$ cat config.mk
export PLATFORM = sky130hd
export DESIGN_NAME = proc_out_fifo
export DESIGN_NICKNAME = d
export VERILOG_FILES = /design/src/rtl/proc_out_fifo.sv
export SDC_FILE = /design/constraint.sdc
export NUM_CORES = 1
export LEC_CHECK = 0
export CAP_MARGIN = 10
export CELL_PAD_IN_SITES_DETAIL_PLACEMENT = 2
export CELL_PAD_IN_SITES_GLOBAL_PLACEMENT = 2
export CORE_ASPECT_RATIO = 1.1
export CORE_MARGIN = 2
export CORE_UTILIZATION = 42
export CTS_CLUSTER_SIZE = 8
export DETAILED_ROUTE_END_ITERATION = 12
export PLACE_DENSITY = 0.85
export SYNTH_ARGS = -nofsm -noshare
export SYNTH_HDL_FRONTEND = slang
export SYNTH_SLANG_ARGS = --single-unit
$ cat constraint.sdc
create_clock -name clk -period 9.7 [get_ports clk]
set_input_delay 1.94 -clock clk [delete_from_list [all_inputs] [get_ports clk]]
set_output_delay 1.94 -clock clk [all_outputs]
set_load 0.02 [all_outputs]
$ cat src/rtl/proc_out_fifo.sv
// proc_out_fifo: buffers processed words, which arrive with no backpressure, and replays each frame on a valid/ready stream.
// Latency: a pushed word appears on m_data one cycle after wr when it is the head (FWFT); occupancy is visible on level the same cycle.
// Backpressure: m_ready only stalls the output side; a push while full is dropped and raises the sticky ovf flag.
// Optional feature: define POF_OVF_CNT_EN to add a saturating 16-bit ovf_cnt output that counts dropped pushes.
module proc_out_fifo #(
    parameter int DW        = 32,
    parameter int DEPTH     = 16,
    parameter int AF_MARGIN = 4
) (
    input  logic                   clk,
    input  logic                   rst_n,
    input  logic                   clear,
    input  logic                   frame_start,
    input  logic [31:0]            frame_words,
    input  logic                   wr,
    input  logic [DW-1:0]          data_fifo,
    output logic                   m_valid,
    output logic [DW-1:0]          m_data,
    output logic                   m_last,
    input  logic                   m_ready,
    output logic [$clog2(DEPTH):0] level,
    output logic                   almost_full,
    output logic                   ovf,
    output logic                   frame_done
`ifdef POF_OVF_CNT_EN
   ,output logic [15:0]            ovf_cnt
`endif
);

    localparam int AW = $clog2(DEPTH);
    localparam int LW = AW + 1;

    localparam logic [LW-1:0] FULL_LVL = LW'(DEPTH);
    localparam logic [LW-1:0] AF_LVL   = LW'(DEPTH - AF_MARGIN);

    // Frame sequencing states.
    localparam logic [1:0] ST_IDLE   = 2'd0;
    localparam logic [1:0] ST_STREAM = 2'd1;
    localparam logic [1:0] ST_DONE   = 2'd2;

    logic [DW-1:0] mem_q [DEPTH];

    logic [AW-1:0] wr_ptr_q, wr_ptr_d;
    logic [AW-1:0] rd_ptr_q, rd_ptr_d;
    logic [LW-1:0] level_q,  level_d;
    logic [1:0]    state_q,  state_d;
    logic [31:0]   frame_words_q, frame_words_d;
    logic [31:0]   out_cnt_q, out_cnt_d;
    logic          ovf_q, ovf_d;

    logic full;
    logic push_ok;
    logic drop;
    logic pop;
    logic last_word;

    // Handshake qualifiers. A full FIFO drops the push even when a pop frees a slot in the same cycle.
    always_comb begin
        full      = (level_q == FULL_LVL);
        push_ok   = wr && !full;
        drop      = wr && full;
        m_valid   = (state_q == ST_STREAM) && (level_q != '0);
        // With a zero-length frame no word is ever tagged last, so the stream never completes by itself.
        last_word = (frame_words_q != 32'd0) && (out_cnt_q == (frame_words_q - 32'd1));
        m_last    = m_valid && last_word;
        pop       = m_valid && m_ready;
    end

    // Output views of the registered state.
    always_comb begin
        m_data      = mem_q[rd_ptr_q];
        level       = level_q;
        almost_full = (level_q >= AF_LVL);
        ovf         = ovf_q;
        frame_done  = (state_q == ST_DONE);
    end

    // Pointer and occupancy update. clear wins over any push or pop in the same cycle.
    always_comb begin
        wr_ptr_d = wr_ptr_q;
        rd_ptr_d = rd_ptr_q;
        level_d  = level_q;
        if (clear) begin
            wr_ptr_d = '0;
            rd_ptr_d = '0;
            level_d  = '0;
        end else begin
            // DEPTH is a power of two, so the pointers wrap naturally.
            if (push_ok) begin
                wr_ptr_d = wr_ptr_q + AW'(1);
            end
            if (pop) begin
                rd_ptr_d = rd_ptr_q + AW'(1);
            end
            case ({push_ok, pop})
                2'b10:   level_d = level_q + LW'(1);
                2'b01:   level_d = level_q - LW'(1);
                default: level_d = level_q;
            endcase
        end
    end

    // Frame FSM: arm on frame_start, stream until the last word pops, pulse frame_done, rearm.
    always_comb begin
        state_d       = state_q;
        frame_words_d = frame_words_q;
        out_cnt_d     = out_cnt_q;
        if (clear) begin
            state_d       = ST_IDLE;
            frame_words_d = 32'd0;
            out_cnt_d     = 32'd0;
        end else begin
            case (state_q)
                ST_IDLE: begin
                    if (frame_start) begin
                        frame_words_d = frame_words;
                        out_cnt_d     = 32'd0;
                        state_d       = ST_STREAM;
                    end
                end
                ST_STREAM: begin
                    // A new frame_start is ignored while the current frame is still in flight.
                    if (pop) begin
                        out_cnt_d = out_cnt_q + 32'd1;
                        if (last_word) begin
                            state_d = ST_DONE;
                        end
                    end
                end
                ST_DONE: begin
                    // Words already buffered for the next frame stay in the FIFO.
                    out_cnt_d = 32'd0;
                    state_d   = ST_IDLE;
                end
                default: begin
                    state_d   = ST_IDLE;
                    out_cnt_d = 32'd0;
                end
            endcase
        end
    end

    // Sticky overflow flag; only reset or clear removes it.
    always_comb begin
        ovf_d = ovf_q;
        if (clear) begin
            ovf_d = 1'b0;
        end else if (drop) begin
            ovf_d = 1'b1;
        end
    end

    // Storage write; the array carries no reset since pointers and level define which entries are live.
    always_ff @(posedge clk) begin
        if (push_ok && !clear) begin
            mem_q[wr_ptr_q] <= data_fifo;
        end
    end

    // Control state registers.
    always_ff @(posedge clk or negedge rst_n) begin
        if (!rst_n) begin
            wr_ptr_q      <= '0;
            rd_ptr_q      <= '0;
            level_q       <= '0;
            state_q       <= ST_IDLE;
            frame_words_q <= 32'd0;
            out_cnt_q     <= 32'd0;
            ovf_q         <= 1'b0;
        end else begin
            wr_ptr_q      <= wr_ptr_d;
            rd_ptr_q      <= rd_ptr_d;
            level_q       <= level_d;
            state_q       <= state_d;
            frame_words_q <= frame_words_d;
            out_cnt_q     <= out_cnt_d;
            ovf_q         <= ovf_d;
        end
    end

`ifdef POF_OVF_CNT_EN
    logic [15:0] ovf_cnt_q, ovf_cnt_d;

    // Dropped-push counter, saturating so it never wraps back to a small value.
    always_comb begin
        ovf_cnt_d = ovf_cnt_q;
        if (clear) begin
            ovf_cnt_d = 16'd0;
        end else if (drop && (ovf_cnt_q != 16'hFFFF)) begin
            ovf_cnt_d = ovf_cnt_q + 16'd1;
        end
    end

    // Dropped-push counter register.
    always_ff @(posedge clk or negedge rst_n) begin
        if (!rst_n) begin
            ovf_cnt_q <= 16'd0;
        end else begin
            ovf_cnt_q <= ovf_cnt_d;
        end
    end

    assign ovf_cnt = ovf_cnt_q;
`endif

endmodule
==> results of run 1 <==
## routing by layer
metal  track usage  wire (µm)
met4        0.0812       1940
met1         0.308      27700
met5             0         10
met3        0.0391       3570
met2         0.443      38500
## per-stage QoR
step | power, mW | setup slack, ns
after global placement | 3.32 | 4.05
after global routing | 6.19 | 3.03
after floorplan | 3.16 | 4.88
after CTS | 6.08 | 3.30
after detailed placement | 3.36 | 3.99
final | 6.03 | 3.32
## worst min-delay path: stages, from the launching register on
cell,delay (ns)
dfrtp_1,0.36
a31oi_1,0.06
nor2_1,0.09
## layout make-up
| class | count | area, µm² | area share |
|---|---|---|---|
| inverter | 10 | 37.5 | 0.00131 |
| multi-input combinational | 612 | 6590 | 0.230 |
| sequential | 592 | 17400 | 0.607 |
| timing repair buffer | 136 | 1310 | 0.0457 |
| tap | 752 | 941 | 0.0329 |
| antenna | 1 | 2.50 | 0.0000874 |
| clock buffer | 104 | 2180 | 0.0760 |
| clock inverter | 8 | 185 | 0.00647 |
## power groups by stage
| stage | clock [mW] | combinational, mW | sequential (mW) |
|---|---|---|---|
| after floorplan | 0 | 0.282 | 2.87 |
| after global placement | 0 | 0.435 | 2.89 |
| after detailed placement | 0 | 0.464 | 2.90 |
| after CTS | 2.77 | 0.469 | 2.85 |
| after global routing | 2.85 | 0.496 | 2.85 |
| final | 2.71 | 0.463 | 2.85 |
## path summary, 6_finish.rpt
kind	startpoint	end	slack (ns)
min in group asynchronous	rst_n	frame_words_q[11]	1.25
max	frame_words_q[0]	m_last	3.32
min	ovf	ovf	0.55
max reg2reg	level[3]	level[4]	6.38
min reg2reg	ovf	ovf	0.55
max in group asynchronous	rst_n	level[1]	7.39
## logic make-up (layout without fill, tap and decap cells)
kind of cell / Yosys count / count (layout) / synth area share
xor gates and xnor gates: 72 / 72 / 0.0261
and+or+nand+nor: 260 / 260 / 0.0544
AOI/OAI and AO/OA: 103 / 103 / 0.0296
muxes: 165 / 165 / 0.151
DFF: 592 / 592 / 0.720
adders and majority gates: 12 / 12 / 0.00653
other: 0 / 1 / 0
buffers and inverters: 74 / 258 / 0.0121
## synth_stat cells (all sizes together) (4+ instances only)
| master | n | area (µm²) |
|---|---|---|
| a21oi | 37 | 185 |
| a22o | 15 | 131 |
| a31oi | 5 | 31.3 |
| and2 | 4 | 25.0 |
| and3 | 5 | 31.3 |
| and4 | 4 | 35.0 |
| buf | 18 | 82.6 |
| clkbuf | 46 | 173 |
| dfrtp | 80 | 2000 |
| edfxtp | 512 | 15400 |
| ha | 11 | 138 |
| inv | 10 | 37.5 |
| mux2i | 5 | 50.1 |
| mux4 | 160 | 3600 |
| nand2 | 70 | 263 |
| nand2b | 5 | 31.3 |
| nand3 | 13 | 65.1 |
| nand4 | 9 | 62.6 |
| nor2 | 78 | 293 |
| nor2b | 4 | 25.0 |
| nor3 | 10 | 50.1 |
| nor4 | 15 | 124 |
| o211ai | 4 | 30.0 |
| o21ai | 11 | 55.1 |
| or2 | 8 | 50.1 |
| or3 | 14 | 87.6 |
| or4 | 9 | 71.3 |
| xnor2 | 38 | 333 |
| xor2 | 34 | 298 |
## sequential cells by signal, indices dropped and copies added, names as in the netlist
register,cells
frame_words_q,32
level,5
mem_q,512
out_cnt_q,32
ovf,1
rd_ptr_q,4
state_q,2
wr_ptr_q,4
==> impl_metrics.json, run 1 <==
{
  "top_flip_flop_cell_by_instance_count_after_synthesis": "edfxtp_1",
  "power_leakage_nw": 9.19,
  "place_hpwl_um": 41600,
  "layout_area_overhead_pct": 18.6,
  "cts_setup_buffers": 0,
  "numCtsBuffers": 84,
  "cts_num_sinks": 592,
  "cp.buffers_inverters": 2,
  "first_pass_iters": 5,
  "layout-drive-gt1-share": 0.212,
  "initial_utilization": 0.423,
  "netSwitchingPower_mw": 1.41,
  "root_buffer_cell": "clkbuf_16",
  "final_hold_viol_count": 0,
  "place_area_um2": 26300,
  "floorplan.die.height_um": 255,
  "achievable-frequency_mhz": 157,
  "grt_pass1_wl_um": 106000,
  "synth-async-reset-ratio": 0.135,
  "place_inst": 2102,
  "nets": 1518,
  "crit_path_cell_trace": "inv_1, ha_1, or3b_1, or4_4, a2111oi_4, nand4_1, a2111oi_2, and4_1, and3_1, clkdlybuf4s50_1",
  "floorplan.die_area_um2": 59400,
  "clock_latency_ns": 0.63,
  "p_int_mw": 4.62,
  "yosys.cell_types.count": 66,
  "num_vias": 13200,
  "cap_viol_max_count": 0,
  "detail_route.wl_per_cell_um": 32.4,
  "drc": 0,
  "run_status": "complete, no violations",
  "die_w_um": 233,
  "io-pin-count": 112,
  "fin_setup_tns_ns": 0,
  "path_max_fanout": 8,
  "synth_area_um2": 24100,
  "synth_sequential_area_ratio": 0.720,
  "area_of_the_placeable_core_um2": 57100,
  "power.sequential.fraction": 0.473,
  "grt_pass1_vias": 14900,
  "hold_path_depth": 2,
  "netSwitchingFraction": 0.234,
  "timing.reg2reg.worst_path_depth": 11,
  "routabilityCongestion": 0.797,
  "timing.max_slew.rel_slack": 0.202,
  "clock_skew_ns": 0.0200,
  "first_iter_violations": 1063,
  "instances_no_fill": 2215,
  "largest_delay_share_family_worst_path": "simple AND/OR/NAND/NOR gates",
  "crit_path_end_kind": "output port",
  "final_core_utilization": 0.501,
  "global_route.usage.total": 0.249,
  "synth_seq_cells": 592,
  "placement_rows": 92,
  "rsz0062_at_grt": "false",
  "worstPathRequired_ns": 7.76,
  "vias_per_cell": 5.95,
  "timing.critical_path.arrival_ns": 4.44,
  "clock_path_buffers": 3,
  "setup_viol": 0,
  "cpMaxStageDelayCell": "clkdlybuf4s50_1",
  "worstHoldPathType": "register to register",
  "timing.critical_path.slowest_cell_delay_ns": 0.61,
  "power-per-cell-area_nw_per_um2": 210,
  "hold-worst-slack_ns": 0.545,
  "combPwrFrac": 0.077,
  "totalWireLength_um": 71800,
  "critical_path_depth": 10,
  "antenna_violations_before_repair": 2,
  "antenna_left": 0,
  "final.min_clock_period_ns": 6.38,
  "post-route-cell-area_um2": 28600,
  "worst_slew_pin_slew_ns": 1.19,
  "final.fill_count": 5034,
  "avgSynthCellArea_um2": 18.9,
  "post_synth_inst_count": 1278,
  "fin_crit_sh": 0.657,
  "most-common-layout-cells": "edfxtp_1 (512), mux4_2 (160), clkdlybuf4s50_1 (110), clkbuf_16 (84), dfrtp_1 (76)",
  "final_common_cell": "edfxtp_1",
  "grt_start_max_net_pins": 101,
  "tritoncts": "yes",
  "yosys_synthesis_warning_count": 0,
  "post_cts_hold_buffer_count": 0,
  "port-buffer-count": 111,
  "grt.overflow.total": 0,
  "htreeDepth": 3,
  "crit_type": "register to output port",
  "syn_nets": 1360,
  "synth-edff-count": 512,
  "drv_slew": 0,
  "clkPwrFrac": 0.451,
  "power.ir.vdd_worst_v": 0.000161,
  "cts_resized": 0,
  "clk_pin_slew_worst_paths_ns": 0.06,
  "crit_path_start_kind": "register"
}
(Power assumes the default switching activity.)
==> inputs of run 2 (changes only) <==
clock period = 6.3 ns   (was 9.7 ns; I/O delays follow)
==> impl_metrics.json, run 2 (same netlist as run 1, synthesis figures left out) <==
{
  "run_status": "complete, no violations",
  "grt.overflow.total": 0,
  "clk_pin_slew_worst_paths_ns": 0.05,
  "cpMaxStageDelayCell": "or4b_1",
  "vias_per_cell": 5.91,
  "initial_utilization": 0.423,
  "netSwitchingFraction": 0.230,
  "totalWireLength_um": 70700,
  "dr.max_layer_used": "met5",
  "worst_slew_pin_slew_ns": 1.23,
  "num_vias": 13100,
  "post_cts_hold_buffer_count": 0,
  "rsz0062_at_grt": "false",
  "clock_skew_ns": 0.0216,
  "path_max_fanout": 16,
  "drc": 0,
  "final_common_cell": "edfxtp_1",
  "most-common-layout-cells": "edfxtp_1 (512), mux4_2 (160), clkdlybuf4s50_1 (110), clkbuf_16 (84), dfrtp_1 (76)",
  "routabilityCongestion": 0.831,
  "cts_num_sinks": 592,
  "clock_latency_ns": 0.63,
  "reg2reg_slack_ns": 2.95,
  "cts_resized": 0,
  "timing.critical_path.slowest_cell_delay_ns": 0.62,
  "largest_register_ff_count": 512,
  "achievable-frequency_mhz": 173,
  "power_leakage_nw": 9.18,
  "floorplan.die_area_um2": 59400,
  "timing.max_slew.rel_slack": 0.179,
  "global_route.usage.total": 0.245,
  "drv_slew": 0,
  "grt_start_max_net_pins": 81,
  "floorplan.die.height_um": 255,
  "fin_setup_tns_ns": 0,
  "grt_pass1_vias": 14800,
  "hold-worst-slack_ns": 0.511,
  "fin_crit_sh": 0.915,
  "layout-drive-gt1-share": 0.216,
  "first_iter_violations": 1053,
  "io-pin-count": 112,
  "p_int_mw": 7.04,
  "met2_routed_length_um": 38100,
  "cap_viol_max_count": 0,
  "power.ir.vdd_worst_v": 0.000248,
  "detailroute.wirelength.met3_um": 3240,
  "most_flop_heavy_register": "mem_q",
  "antenna_left": 0,
  "power-per-cell-area_nw_per_um2": 320,
  "grt_pass1_wl_um": 105000,
  "die_w_um": 233,
  "instances_no_fill": 2211,
  "cts_setup_buffers": 0,
  "final.min_clock_period_ns": 5.76,
  "final_hold_viol_count": 0,
  "layout_area_overhead_pct": 18.5,
  "antenna_violations_before_repair": 1,
  "antenna_cells_inserted": 0,
  "combPwrFrac": 0.078,
  "htreeDepth": 3,
  "crit_path_start_kind": "register",
  "place_inst": 2106,
  "place_hpwl_um": 43700,
  "port-buffer-count": 111,
  "power.sequential.fraction": 0.480,
  "netSwitchingPower_mw": 2.10,
  "area_of_the_placeable_core_um2": 57100,
  "nets": 1523,
  "root_buffer_cell": "clkbuf_16",
  "final.fill_count": 5036,
  "clkPwrFrac": 0.442,
  "drt-met1-wl_um": 28000,
  "crit_type": "register to output port",
  "timing.critical_path.arrival_ns": 4.50,
  "largest_registers": "mem_q (512), frame_words_q (32), out_cnt_q (32)",
  "detail_route.wl_per_cell_um": 32.0,
  "crit_path_cell_trace": "nor4_4, nand4_2, or4b_1, a211o_1, a211oi_1, and4_1, and3_1, clkdlybuf4s50_1",
  "tritoncts": "yes",
  "worstHoldPathType": "register to register",
  "setup_viol": 0,
  "numCtsBuffers": 84,
  "placement_rows": 92,
  "worstPathRequired_ns": 5.04,
  "crit_path_end_kind": "output port",
  "first_pass_iters": 5,
  "clock_path_buffers": 3
}
-- run 2: power by group through the flow --
stage | combinational, mW | sequential (mW) | clock [mW]
after floorplan | 0.434 | 4.43 | 0
after global placement | 0.674 | 4.45 | 0
after detailed placement | 0.712 | 4.46 | 0
after CTS | 0.720 | 4.39 | 4.11
after global routing | 0.764 | 4.40 | 4.24
final | 0.710 | 4.39 | 4.04
-- run 2: layout make-up --
cell class | count | area [µm²] | share of cell area
clock buffers | 95 | 2140 | 0.0750
clock inverters | 9 | 124 | 0.00433
inverters | 10 | 37.5 | 0.00131
multi-input cells | 612 | 6590 | 0.231
flip-flops and latches | 592 | 17400 | 0.608
well taps | 752 | 941 | 0.0329
repair buffers | 141 | 1370 | 0.0480
-- run 2: worst paths after layout --
| check | from | to | cells past startpoint |
|---|---|---|---|
| worst max-delay path | frame_words_q[4] | m_last | 8 |
| worst min-delay path | ovf | ovf | 2 |
| worst max register to register | frame_words_q[4] | state_q[1] | 7 |
| worst min register to register | ovf | ovf | 2 |
| max in group asynchronous | rst_n | rd_ptr_q[0] | 1 |
| min in group asynchronous | rst_n | frame_words_q[9] | 1 |
-- run 2: per-stage QoR --
stage	util	cell area (µm²)	worst slack [ns]	total power, mW
2_1_floorplan	-	24100	2.16	4.86
3_3_place_gp	0.461	26300	1.32	5.13
3_5_place_dp	0.461	26300	1.21	5.18
4_1_cts	0.501	28600	0.509	9.22
5_1_grt	0.501	28600	0.246	9.40
6_report	0.501	28600	0.536	9.14
-- run 2: routing by layer --
layer | GRT usage | vias up
li1 | - | 5464
met1 | 0.312 | 7109
met2 | 0.435 | 396
met3 | 0.0373 | 96
met4 | 0.0667 | 2
met5 | 0 | -
-- run 2: critical path: cells and delay by family (launching register included) --
kind	cells	cell delay [ns]
flip-flops	1	0.52
AO/OA/AOI/OAI	2	0.57
AND/OR/NAND/NOR	5	2.17
buffers and inverters	1	0.60
==> inputs of run 3 (changes only) <==
SLEW_MARGIN = 20   (was not set)
==> impl_metrics.json, run 3 (same netlist as run 1, synthesis figures left out) <==
{
  "grt.overflow.total": 0,
  "grt-busiest-layer": "met2",
  "timing.max_slew.rel_slack": 0.249,
  "drv_slew": 0,
  "clock_path_buffers": 3,
  "achievable-frequency_mhz": 173,
  "grt_start_max_net_pins": 81,
  "clock_skew_ns": 0.0230,
  "place_inst": 2106,
  "grtUsageMet1": 0.312,
  "vias_per_cell": 5.94,
  "fin_setup_tns_ns": 0,
  "first_iter_violations": 1032,
  "most_flop_heavy_register": "mem_q",
  "cts_resized": 0,
  "layout-drive-gt1-share": 0.218,
  "grt_pass1_vias": 14800,
  "detail_route.wl_per_cell_um": 32.0,
  "floorplan.die_area_um2": 59400,
  "antenna_cells_inserted": 0,
  "clock_latency_ns": 0.63,
  "setup_viol": 0,
  "clk_pin_slew_worst_paths_ns": 0.05,
  "cts_setup_buffers": 0,
  "worstHoldPathType": "register to register",
  "antenna_violations_before_repair": 1,
  "crit_path_end_kind": "output port",
  "crit_path_cell_trace": "nor4_4, nand4_2, or4b_1, a211o_1, a211oi_1, and4_1, and3_1, clkdlybuf4s50_1",
  "htreeDepth": 3,
  "run_status": "complete, no violations",
  "routabilityCongestion": 0.831,
  "placement_rows": 92,
  "totalWireLength_um": 70800,
  "final_common_cell": "edfxtp_1",
  "io-pin-count": 112,
  "tritoncts": "yes",
  "timing.critical_path.slowest_cell_delay_ns": 0.62,
  "final_hold_viol_count": 0,
  "cts_num_sinks": 592,
  "largest_register_ff_count": 512,
  "floorplan.die.height_um": 255,
  "final.min_clock_period_ns": 5.77,
  "rsz0062_at_grt": "false",
  "globalRouteMet2Util": 0.435,
  "power.ir.vdd_worst_v": 0.000248,
  "cap_viol_max_count": 0,
  "num_vias": 13100,
  "nets": 1523,
  "final.fill_count": 5028,
  "global_route.usage.total": 0.245,
  "layout_area_overhead_pct": 18.6,
  "power_mw": 9.14,
  "grt_pass1_wl_um": 105000,
  "timing.critical_path.arrival_ns": 4.51,
  "initial_utilization": 0.423,
  "path_max_fanout": 16,
  "root_buffer_cell": "clkbuf_16",
  "worst_slew_pin_slew_ns": 1.12,
  "power_leakage_nw": 9.19,
  "place_area_um2": 26300,
  "drc": 0,
  "most-common-layout-cells": "edfxtp_1 (512), mux4_2 (160), clkdlybuf4s50_1 (110), clkbuf_16 (84), dfrtp_1 (76)",
  "worstPathRequired_ns": 5.04,
  "crit_type": "register to output port",
  "instances_no_fill": 2211,
  "globalRouteMet3Util": 0.0373,
  "fin_crit_sh": 0.915,
  "antenna_left": 0,
  "place_hpwl_um": 43700,
  "post-route-cell-area_um2": 28600,
  "port-buffer-count": 111,
  "post_cts_hold_buffer_count": 0,
  "numCtsBuffers": 84,
  "first_pass_iters": 5,
  "power-per-cell-area_nw_per_um2": 319,
  "die_w_um": 233,
  "crit_path_start_kind": "register",
  "largest_registers": "mem_q (512), frame_words_q (32), out_cnt_q (32)",
  "cpMaxStageDelayCell": "or4b_1",
  "area_of_the_placeable_core_um2": 57100
}
==> run 3: cell counts in the layout (fill, tap and decap cells not counted) <==
Identical to the previous run, type by type.
==> run 3: layout make-up <==
type | count | area (µm²) | share of cell area
sequential | 592 | 17400 | 0.607
multi-input combinational | 612 | 6600 | 0.230
clock buffer | 95 | 2140 | 0.0749
timing repair buffer | 141 | 1400 | 0.0487
tap | 752 | 941 | 0.0329
clock inverter | 9 | 124 | 0.00433
inverter | 10 | 37.5 | 0.00131
==> run 3: path summary, 6_finish.rpt <==
path	from	cells past startpoint	to	slack [ns]
worst max-delay path	frame_words_q[4]	8	m_last	0.53
worst min-delay path	ovf	2	ovf	0.51
worst max register to register	frame_words_q[4]	7	state_q[1]	2.95
worst min register to register	ovf	2	ovf	0.51
max in group asynchronous	rst_n	1	rd_ptr_q[0]	4.95
min in group asynchronous	rst_n	1	frame_words_q[9]	0.69
==> run 3: stage by stage <==
stage | setup slack [ns] | hold WS [ns] | utilization
5_1_grt | 0.246 | 0.530 | 0.501
4_1_cts | 0.509 | 0.509 | 0.501
3_3_place_gp | 1.32 | 0.481 | 0.461
6_report | 0.534 | 0.511 | 0.501
2_1_floorplan | 2.16 | 0.518 | -
3_5_place_dp | 1.21 | 0.495 | 0.461
==> run 3: power breakdown <==
group	switching, mW	total, mW	internal, mW
clock network	1.65	4.03	2.38
registers	0.0691	4.39	4.32
logic	0.379	0.715	0.337
==> run 3: critical path: cells and delay by family (launching register included) <==
family | cells | cell delay [ns]
AOI/OAI and AO/OA | 2 | 0.57
buffers and inverters | 1 | 0.60
DFF | 1 | 0.52
and+or+nand+nor | 5 | 2.17
==> run 3: layer usage <==
layer	routed length [µm]	vias up	share of wire
met5	11	-	0.00016
met4	1410	2	0.020
met3	3220	100	0.046
met2	38000	400	0.54
met1	28200	7160	0.40
li1	-	5464	-
